## src/rtl/rs_dsp_acc_drain_pkg.sv

```systemverilog
// Shared constants, FSM state type and product-extension helper for the
// DSP38 product accumulator.
package rs_dsp_acc_pkg;

    localparam int Z_W       = 38;
    localparam int EXT_MAX_W = 128;

    typedef enum logic {
        IDLE  = 1'b0,
        ACCUM = 1'b1
    } state_e;

    // Callers truncate the result to their own ACC_W; the low bits are the
    // same for every width because the extension is uniform above Z_W.
    function automatic logic [EXT_MAX_W-1:0] ext_product(
        input logic [Z_W-1:0] z,
        input logic           signed_flag
    );
        logic [EXT_MAX_W-1:0] r;
        r = {{(EXT_MAX_W-Z_W){signed_flag & z[Z_W-1]}}, z};
        return r;
    endfunction

endpackage

```

## src/rtl/rs_dsp_acc_drain_if.sv

```systemverilog
// Product-in / frame-sum-out bundle between the multiplier side and the
// accumulator; master drives products and ready, slave returns results.
interface rs_dsp_acc_drain_if #(
    parameter int ACC_W = 48,
    parameter int LEN_W = 8
);
    import rs_dsp_acc_pkg::*;

    logic [Z_W-1:0]   z;
    logic             z_valid;
    logic             z_signed;
    logic [LEN_W-1:0] frame_len;
    logic [ACC_W-1:0] acc_out;
    logic             acc_valid;
    logic             acc_ready;
    logic             sat;

    modport master (
        output z, z_valid, z_signed, frame_len, acc_ready,
        input  acc_out, acc_valid, sat
    );

    modport slave (
        input  z, z_valid, z_signed, frame_len, acc_ready,
        output acc_out, acc_valid, sat
    );

endinterface

```

## src/rtl/rs_dsp_acc_outbuf.sv

```systemverilog
// One-entry valid/ready result register; a load into a full, undrained
// entry is discarded and latched into the sticky drop flag.
module rs_dsp_acc_outbuf #(
    parameter int ACC_W = 48
) (
    input  logic             clk,
    input  logic             lreset,
    input  logic             load,
    input  logic [ACC_W-1:0] load_data,
    input  logic             load_sat,
    input  logic             ready,
    output logic             out_valid,
    output logic [ACC_W-1:0] out_data,
    output logic             out_sat,
    output logic             drop_err
);

    logic             valid_q, valid_d;
    logic [ACC_W-1:0] data_q,  data_d;
    logic             sat_q,   sat_d;
    logic             drop_q,  drop_d;
    logic             accept;

    assign accept = valid_q && ready;

    always_comb begin
        // NOTE: every output of this block gets a default first so no path
        // leaves a variable unassigned, which would infer a latch.
        valid_d = valid_q;
        data_d  = data_q;
        sat_d   = sat_q;
        drop_d  = drop_q;

        if (accept) begin
            valid_d = 1'b0;
        end

        // A drain in the same cycle frees the slot for the new result.
        if (load) begin
            if (!valid_q || accept) begin
                valid_d = 1'b1;
                data_d  = load_data;
                sat_d   = load_sat;
            end else begin
                drop_d  = 1'b1;
            end
        end
    end

    always_ff @(posedge clk) begin
        // NOTE: state flops use non-blocking assignments so every flop
        // samples pre-edge values regardless of statement order.
        if (lreset) begin
            valid_q <= 1'b0;
            data_q  <= '0;
            sat_q   <= 1'b0;
            drop_q  <= 1'b0;
        end else begin
            valid_q <= valid_d;
            data_q  <= data_d;
            sat_q   <= sat_d;
            drop_q  <= drop_d;
        end
    end

    assign out_valid = valid_q;
    assign out_data  = data_q;
    assign out_sat   = sat_q;
    assign drop_err  = drop_q;

endmodule

```

## src/rtl/rs_dsp_acc_drain.sv

```systemverilog
// Frame accumulator for the registered DSP38 product stream. Optional
// saturating adder enabled by defining RS_DSP_ACC_SAT_EN.
module rs_dsp_acc_drain
    import rs_dsp_acc_pkg::*;
#(
    parameter int ACC_W = 48,
    parameter int LEN_W = 8
) (
    input  logic                 clk,
    input  logic                 lreset,
    rs_dsp_acc_drain_if.slave    bus,
    output logic                 busy,
    output logic                 drop_err
);

    state_e           state_q, state_d;
    logic [LEN_W-1:0] cnt_q,   cnt_d;
    logic [LEN_W-1:0] len_q,   len_d;
    logic [ACC_W-1:0] acc_q,   acc_d;
    logic [LEN_W-1:0] len_eff;
    logic [LEN_W-1:0] cnt_inc;
    logic [ACC_W-1:0] ext_w;
    logic [ACC_W-1:0] add_sum;
    logic             done;
    logic             frame_sat;

    assign ext_w   = ACC_W'(ext_product(bus.z, bus.z_signed));
    assign len_eff = (bus.frame_len == '0) ? LEN_W'(1) : bus.frame_len;
    assign cnt_inc = cnt_q + LEN_W'(1);

`ifdef RS_DSP_ACC_SAT_EN
    logic [ACC_W:0] wide_sum;
    logic           add_clamp;
    logic           fsat_q, fsat_d;

    // Signed overflow shows as disagreement between the two top bits;
    // unsigned overflow as a carry out of the ACC_W-bit sum.
    always_comb begin
        add_clamp = 1'b0;
        if (bus.z_signed) begin
            wide_sum = {acc_q[ACC_W-1], acc_q} + {ext_w[ACC_W-1], ext_w};
            add_sum  = wide_sum[ACC_W-1:0];
            if (wide_sum[ACC_W] != wide_sum[ACC_W-1]) begin
                add_clamp = 1'b1;
                add_sum   = wide_sum[ACC_W] ? {1'b1, {(ACC_W-1){1'b0}}}
                                            : {1'b0, {(ACC_W-1){1'b1}}};
            end
        end else begin
            wide_sum = {1'b0, acc_q} + {1'b0, ext_w};
            add_sum  = wide_sum[ACC_W-1:0];
            if (wide_sum[ACC_W]) begin
                add_clamp = 1'b1;
                add_sum   = '1;
            end
        end
    end

    always_comb begin
        fsat_d = fsat_q;
        if (bus.z_valid) begin
            fsat_d = (state_q == IDLE) ? 1'b0 : (fsat_q | add_clamp);
        end
    end

    always_ff @(posedge clk) begin
        if (lreset) begin
            fsat_q <= 1'b0;
        end else begin
            fsat_q <= fsat_d;
        end
    end

    assign frame_sat = fsat_d;
`else
    assign add_sum   = acc_q + ext_w;
    assign frame_sat = 1'b0;
`endif

    always_comb begin
        state_d = state_q;
        cnt_d   = cnt_q;
        len_d   = len_q;
        acc_d   = acc_q;
        done    = 1'b0;

        unique case (state_q)
            IDLE: begin
                if (bus.z_valid) begin
                    acc_d = ext_w;
                    cnt_d = LEN_W'(1);
                    len_d = len_eff;
                    if (len_eff == LEN_W'(1)) begin
                        done = 1'b1;
                    end else begin
                        state_d = ACCUM;
                    end
                end
            end
            ACCUM: begin
                if (bus.z_valid) begin
                    acc_d = add_sum;
                    cnt_d = cnt_inc;
                    if (cnt_inc == len_q) begin
                        done    = 1'b1;
                        state_d = IDLE;
                    end
                end
            end
            default: state_d = IDLE;
        endcase
    end

    always_ff @(posedge clk) begin
        if (lreset) begin
            state_q <= IDLE;
            cnt_q   <= '0;
            len_q   <= '0;
            acc_q   <= '0;
        end else begin
            state_q <= state_d;
            cnt_q   <= cnt_d;
            len_q   <= len_d;
            acc_q   <= acc_d;
        end
    end

    // On a completing cycle acc_d already holds the final frame sum.
    rs_dsp_acc_outbuf #(
        .ACC_W (ACC_W)
    ) u_outbuf (
        .clk       (clk),
        .lreset    (lreset),
        .load      (done),
        .load_data (acc_d),
        .load_sat  (frame_sat),
        .ready     (bus.acc_ready),
        .out_valid (bus.acc_valid),
        .out_data  (bus.acc_out),
        .out_sat   (bus.sat),
        .drop_err  (drop_err)
    );

    assign busy = (state_q == ACCUM);

endmodule

```

## src/flat_wrapper.sv

```systemverilog
// flat-port wrapper written by rule: the top's interface ports become plain ports
module rs_dsp_acc_drain_flat import rs_dsp_acc_pkg::*;
#(
    parameter int ACC_W = 48,
    parameter int LEN_W = 8
)
  (clk, lreset, busy, drop_err, bus_z, bus_z_valid, bus_z_signed, bus_frame_len, bus_acc_ready, bus_acc_out, bus_acc_valid, bus_sat);
  rs_dsp_acc_drain_if #(.ACC_W(ACC_W), .LEN_W(LEN_W)) bus_i ();
  input  logic clk;
  input  logic lreset;
  output logic busy;
  output logic drop_err;
  input wire logic [$bits(bus_i.z)-1:0] bus_z;
  input wire logic [$bits(bus_i.z_valid)-1:0] bus_z_valid;
  input wire logic [$bits(bus_i.z_signed)-1:0] bus_z_signed;
  input wire logic [$bits(bus_i.frame_len)-1:0] bus_frame_len;
  input wire logic [$bits(bus_i.acc_ready)-1:0] bus_acc_ready;
  output wire logic [$bits(bus_i.acc_out)-1:0] bus_acc_out;
  output wire logic [$bits(bus_i.acc_valid)-1:0] bus_acc_valid;
  output wire logic [$bits(bus_i.sat)-1:0] bus_sat;
  assign bus_i.z = bus_z;
  assign bus_i.z_valid = bus_z_valid;
  assign bus_i.z_signed = bus_z_signed;
  assign bus_i.frame_len = bus_frame_len;
  assign bus_i.acc_ready = bus_acc_ready;
  assign bus_acc_out = bus_i.acc_out;
  assign bus_acc_valid = bus_i.acc_valid;
  assign bus_sat = bus_i.sat;
  rs_dsp_acc_drain #(.ACC_W(ACC_W), .LEN_W(LEN_W)) u_core (.clk(clk), .lreset(lreset), .bus(bus_i), .busy(busy), .drop_err(drop_err));
endmodule
```

## config.mk

```make
export PLATFORM = sky130hd
export DESIGN_NAME = rs_dsp_acc_drain_flat
export DESIGN_NICKNAME = d
export VERILOG_FILES = /design/src/rtl/rs_dsp_acc_drain_pkg.sv /design/src/rtl/rs_dsp_acc_drain_if.sv /design/src/rtl/rs_dsp_acc_outbuf.sv /design/src/rtl/rs_dsp_acc_drain.sv /design/src/flat_wrapper.sv
export SDC_FILE = /design/constraint.sdc
export NUM_CORES = 1
export LEC_CHECK = 0
export ABC_AREA = 1
export BUFFER_PORTS_ARGS = -buffer_cell sky130_fd_sc_hd__clkbuf_2
export CAP_MARGIN = 20
export CORE_ASPECT_RATIO = 2
export CORE_MARGIN = 5
export CORE_UTILIZATION = 60
export DETAILED_ROUTE_END_ITERATION = 10
export GPL_ROUTABILITY_DRIVEN = 0
export PLACE_DENSITY = 0.84
export SLEW_MARGIN = 20
export SYNTH_ARGS = -nofsm -noshare
export SYNTH_HDL_FRONTEND = slang
export SYNTH_HIERARCHICAL = 1
export SYNTH_SLANG_ARGS = --single-unit
```

## constraint.sdc

```tcl
create_clock -name clk -period 3.37 [get_ports clk]
set_input_delay 0 -clock clk [delete_from_list [all_inputs] [get_ports clk]]
set_output_delay 0 -clock clk [all_outputs]
set_load 0.02 [all_outputs]
```

==> reports/metrics.cfg <==
[worst_setup_path]
cp_max_fo=6
critPathRequiredTime_ns=3.68
crit_chain=ha_1 -> or2_2 -> nand3_1 -> nand2_1 -> nand2_1 -> nand2_1 -> nand2_1 -> nand2_1 -> o21ai_0 -> nand2_1 -> inv_1 -> nand3_1 -> nand2_1 -> nor2_1
cp-start-kind=flop
arrival_ns=3.13
cp_slowest_cell=o21ai_0
slowest_delay_ns=0.74
cp-end-kind=flop
crit_path_frequent_cell=nand2_1
critical_path_class=flop to flop

[synth]
synth_edf_count=0
netlist_instances=1358
yosysWarnings=6
synth-seq-cells=116
ys.flop_type=dfxtp_1
syn_nets=1449
synth.distinct_cells=51
async_flop_share=0
syn_avg_cell_area_um2=6.26
syn_area_um2=8500
ys_seq_area_frac=0.273

[sta]
timing_hold_violations_final=0
fin_tns_setup_ns=0
final_max_slew_viol_count=0
tightest_slew_ns=0.928
setup_viol=0
slew-limit-headroom=0.375
fmax_ghz=0.354
period_minus_slack_ns=2.83
skew_ns=0.0101
rsz0062_at_grt=no
fin_crit_sh=0.839

[cells_and_area]
nNetsFinal=1548
mostFrequentLayoutCells=nand2_1, a21oi_1, inv_1
layout-drive-gt1-share=0.128
area_growth_syn_to_layout_pct=15.4
final_area_um2=9810
nFillCells=1225
num_antenna_cells=0
final_common_cell=nand2_1

[route]
met1_length_mm=9.07
topRoutingLayerUsed=met4
totalWireLength_mm=28.0
wl_met3_mm=2.00
route.detailed.drc=0
vias=9462
wl_per_cell_um=16.9
ant_nets=0
drt-pass1-iter-count=6
wl_met2_mm=13.8
drtIter0Drc=700
avgViaCountPerCell=5.70

[place]
dpl.hpwl_mm=20.1
place_area_um2=9100
port_buffers=102

[pwr]
p_leak_nw=4.81
max-vdd-ir-drop_mv=0.297
power_mw=4.27
power_density_nw_per_um2=435

[floorplan]
initial_core_util=0.612
num_rows=61
die_y_um=178
die_x_um=94.2
io_pins=103
core_area_um2=13900
die-area_um2=16800

[clocking]
htreeDepth=4
cts_root_buf=clkbuf_16
worstSkewPairLatency_ns=0.42
cts.sinks=116
clkTransAtPathRegs_ns=0.06
cts_buffer_depth=2
cts_buffers=17
cts_tree=built
postCtsSetupRepairBufs=0

[grt]
grt_overflow=0
grt.total_usage=0.335
grt_max_degree=53
antenna_found_initial=0
first_global_vias=9091
grt_first_pass_wirelength_mm=43.8

[run]
drv_cap=0

[outcome]
status=finished, final reports clean

[min_path]
hp-class=input pin to flop

[routing by layer]
metal,vias to the layer above,track usage
li1,4635,-
met1,4175,0.312
met2,465,0.579
met3,187,0.0751
met4,0,0.330
met5,-,0
[path summary, 6_finish.rpt]
kind	start	endpoint	slack, ns	cells after the start
setup / recovery	u_core/acc_q[2]$_SDFF_PP0_	u_core/u_outbuf/out_data[31]$_SDFFE_PP0P_	0.54	14
hold / removal	bus_z[35]	u_core/acc_q[35]$_SDFF_PP0_	0.001	4
setup reg to reg	u_core/acc_q[2]$_SDFF_PP0_	u_core/u_outbuf/out_data[31]$_SDFFE_PP0P_	0.54	14
hold reg to reg	u_core/u_outbuf/drop_err$_SDFFE_PP0P_	u_core/u_outbuf/drop_err$_SDFFE_PP0P_	0.47	2
[cell type report]
| cell class | count | area (um2) | share of cell area |
|---|---|---|---|
| multi-input combinational | 1003 | 5210 | 0.531 |
| sequential | 116 | 2320 | 0.237 |
| timing repair buffer | 132 | 788 | 0.0803 |
| inverter | 187 | 703 | 0.0717 |
| clock buffer | 18 | 429 | 0.0437 |
| tap | 189 | 236 | 0.0241 |
| clock inverter | 14 | 121 | 0.0124 |
[state kept, by name (all words and copies together) (netlist names)]
name / flops
u_core/u_outbuf/out_data: 48
u_core/len_q: 8
u_core/u_outbuf/out_sat: 1
u_core/acc_q: 48
u_core/u_outbuf/drop_err: 1
u_core/busy: 1
u_core/u_outbuf/out_valid: 1
u_core/cnt_q: 8
[cells by family (layout without fill, tap and decap cells)]
family | after synthesis | count (layout) | share of synthesized area
buffers and inverters | 239 | 351 | 0.115
adder cells (fa/ha/maj) | 40 | 40 | 0.0598
flip-flops | 116 | 116 | 0.273
AO/OA/AOI/OAI | 310 | 310 | 0.213
AND/OR/NAND/NOR | 628 | 628 | 0.313
XOR/XNOR | 24 | 24 | 0.0256
other | 1 | 1 | 0.000441
[where the power goes]
part	internal (mW)	switching [mW]	leakage (nW)	total, mW
Sequential	1.44	0.0473	0.946	1.49
Combinational	0.352	0.712	3.61	1.06
Clock	0.961	0.754	0.254	1.72
[synthesized netlist by cell type (10+ instances only)]
library cell  number  area share
nand2_1          324        0.14
a21oi_1          182        0.11
inv_1            177       0.078
nor2_1           150       0.066
dfxtp_1          116        0.27
nand3_1          101       0.059
o21ai_0           46       0.027
ha_1              39       0.057
a22o_1            36       0.037
buf_2             24       0.014
clkbuf_1          18      0.0079
nor3_1            14      0.0082
xor2_1            14       0.014
o21bai_1          10      0.0088
[critical path: cells and delay by family (launching register included)]
family          cells  cell delay (ns)
buf+inv             1             0.09
flops               1             0.31
compound gates      1             0.74
simple gates       11             1.22
fa+ha+maj           1             0.35
[what timing repair did]
action                                 in CTS  in global routing
gates resized for setup                     0                  0
hold buffers                               16                  0
endpoints found under the hold margin      17                  0
[per-stage QoR]
step | util | hold WS, ns | cells | setup WS, ns
2_1_floorplan | - | 0.0691 | 1358 | 1.10
3_3_place_gp | 0.655 | 0.240 | 1611 | 0.845
3_5_place_dp | 0.655 | 0.250 | 1611 | 0.758
4_1_cts | 0.706 | 0.00154 | 1659 | 0.756
5_1_grt | 0.706 | 0.0312 | 1659 | 0.406
6_report | 0.706 | 0.000979 | 1659 | 0.543
(Power assumes the default switching activity.)
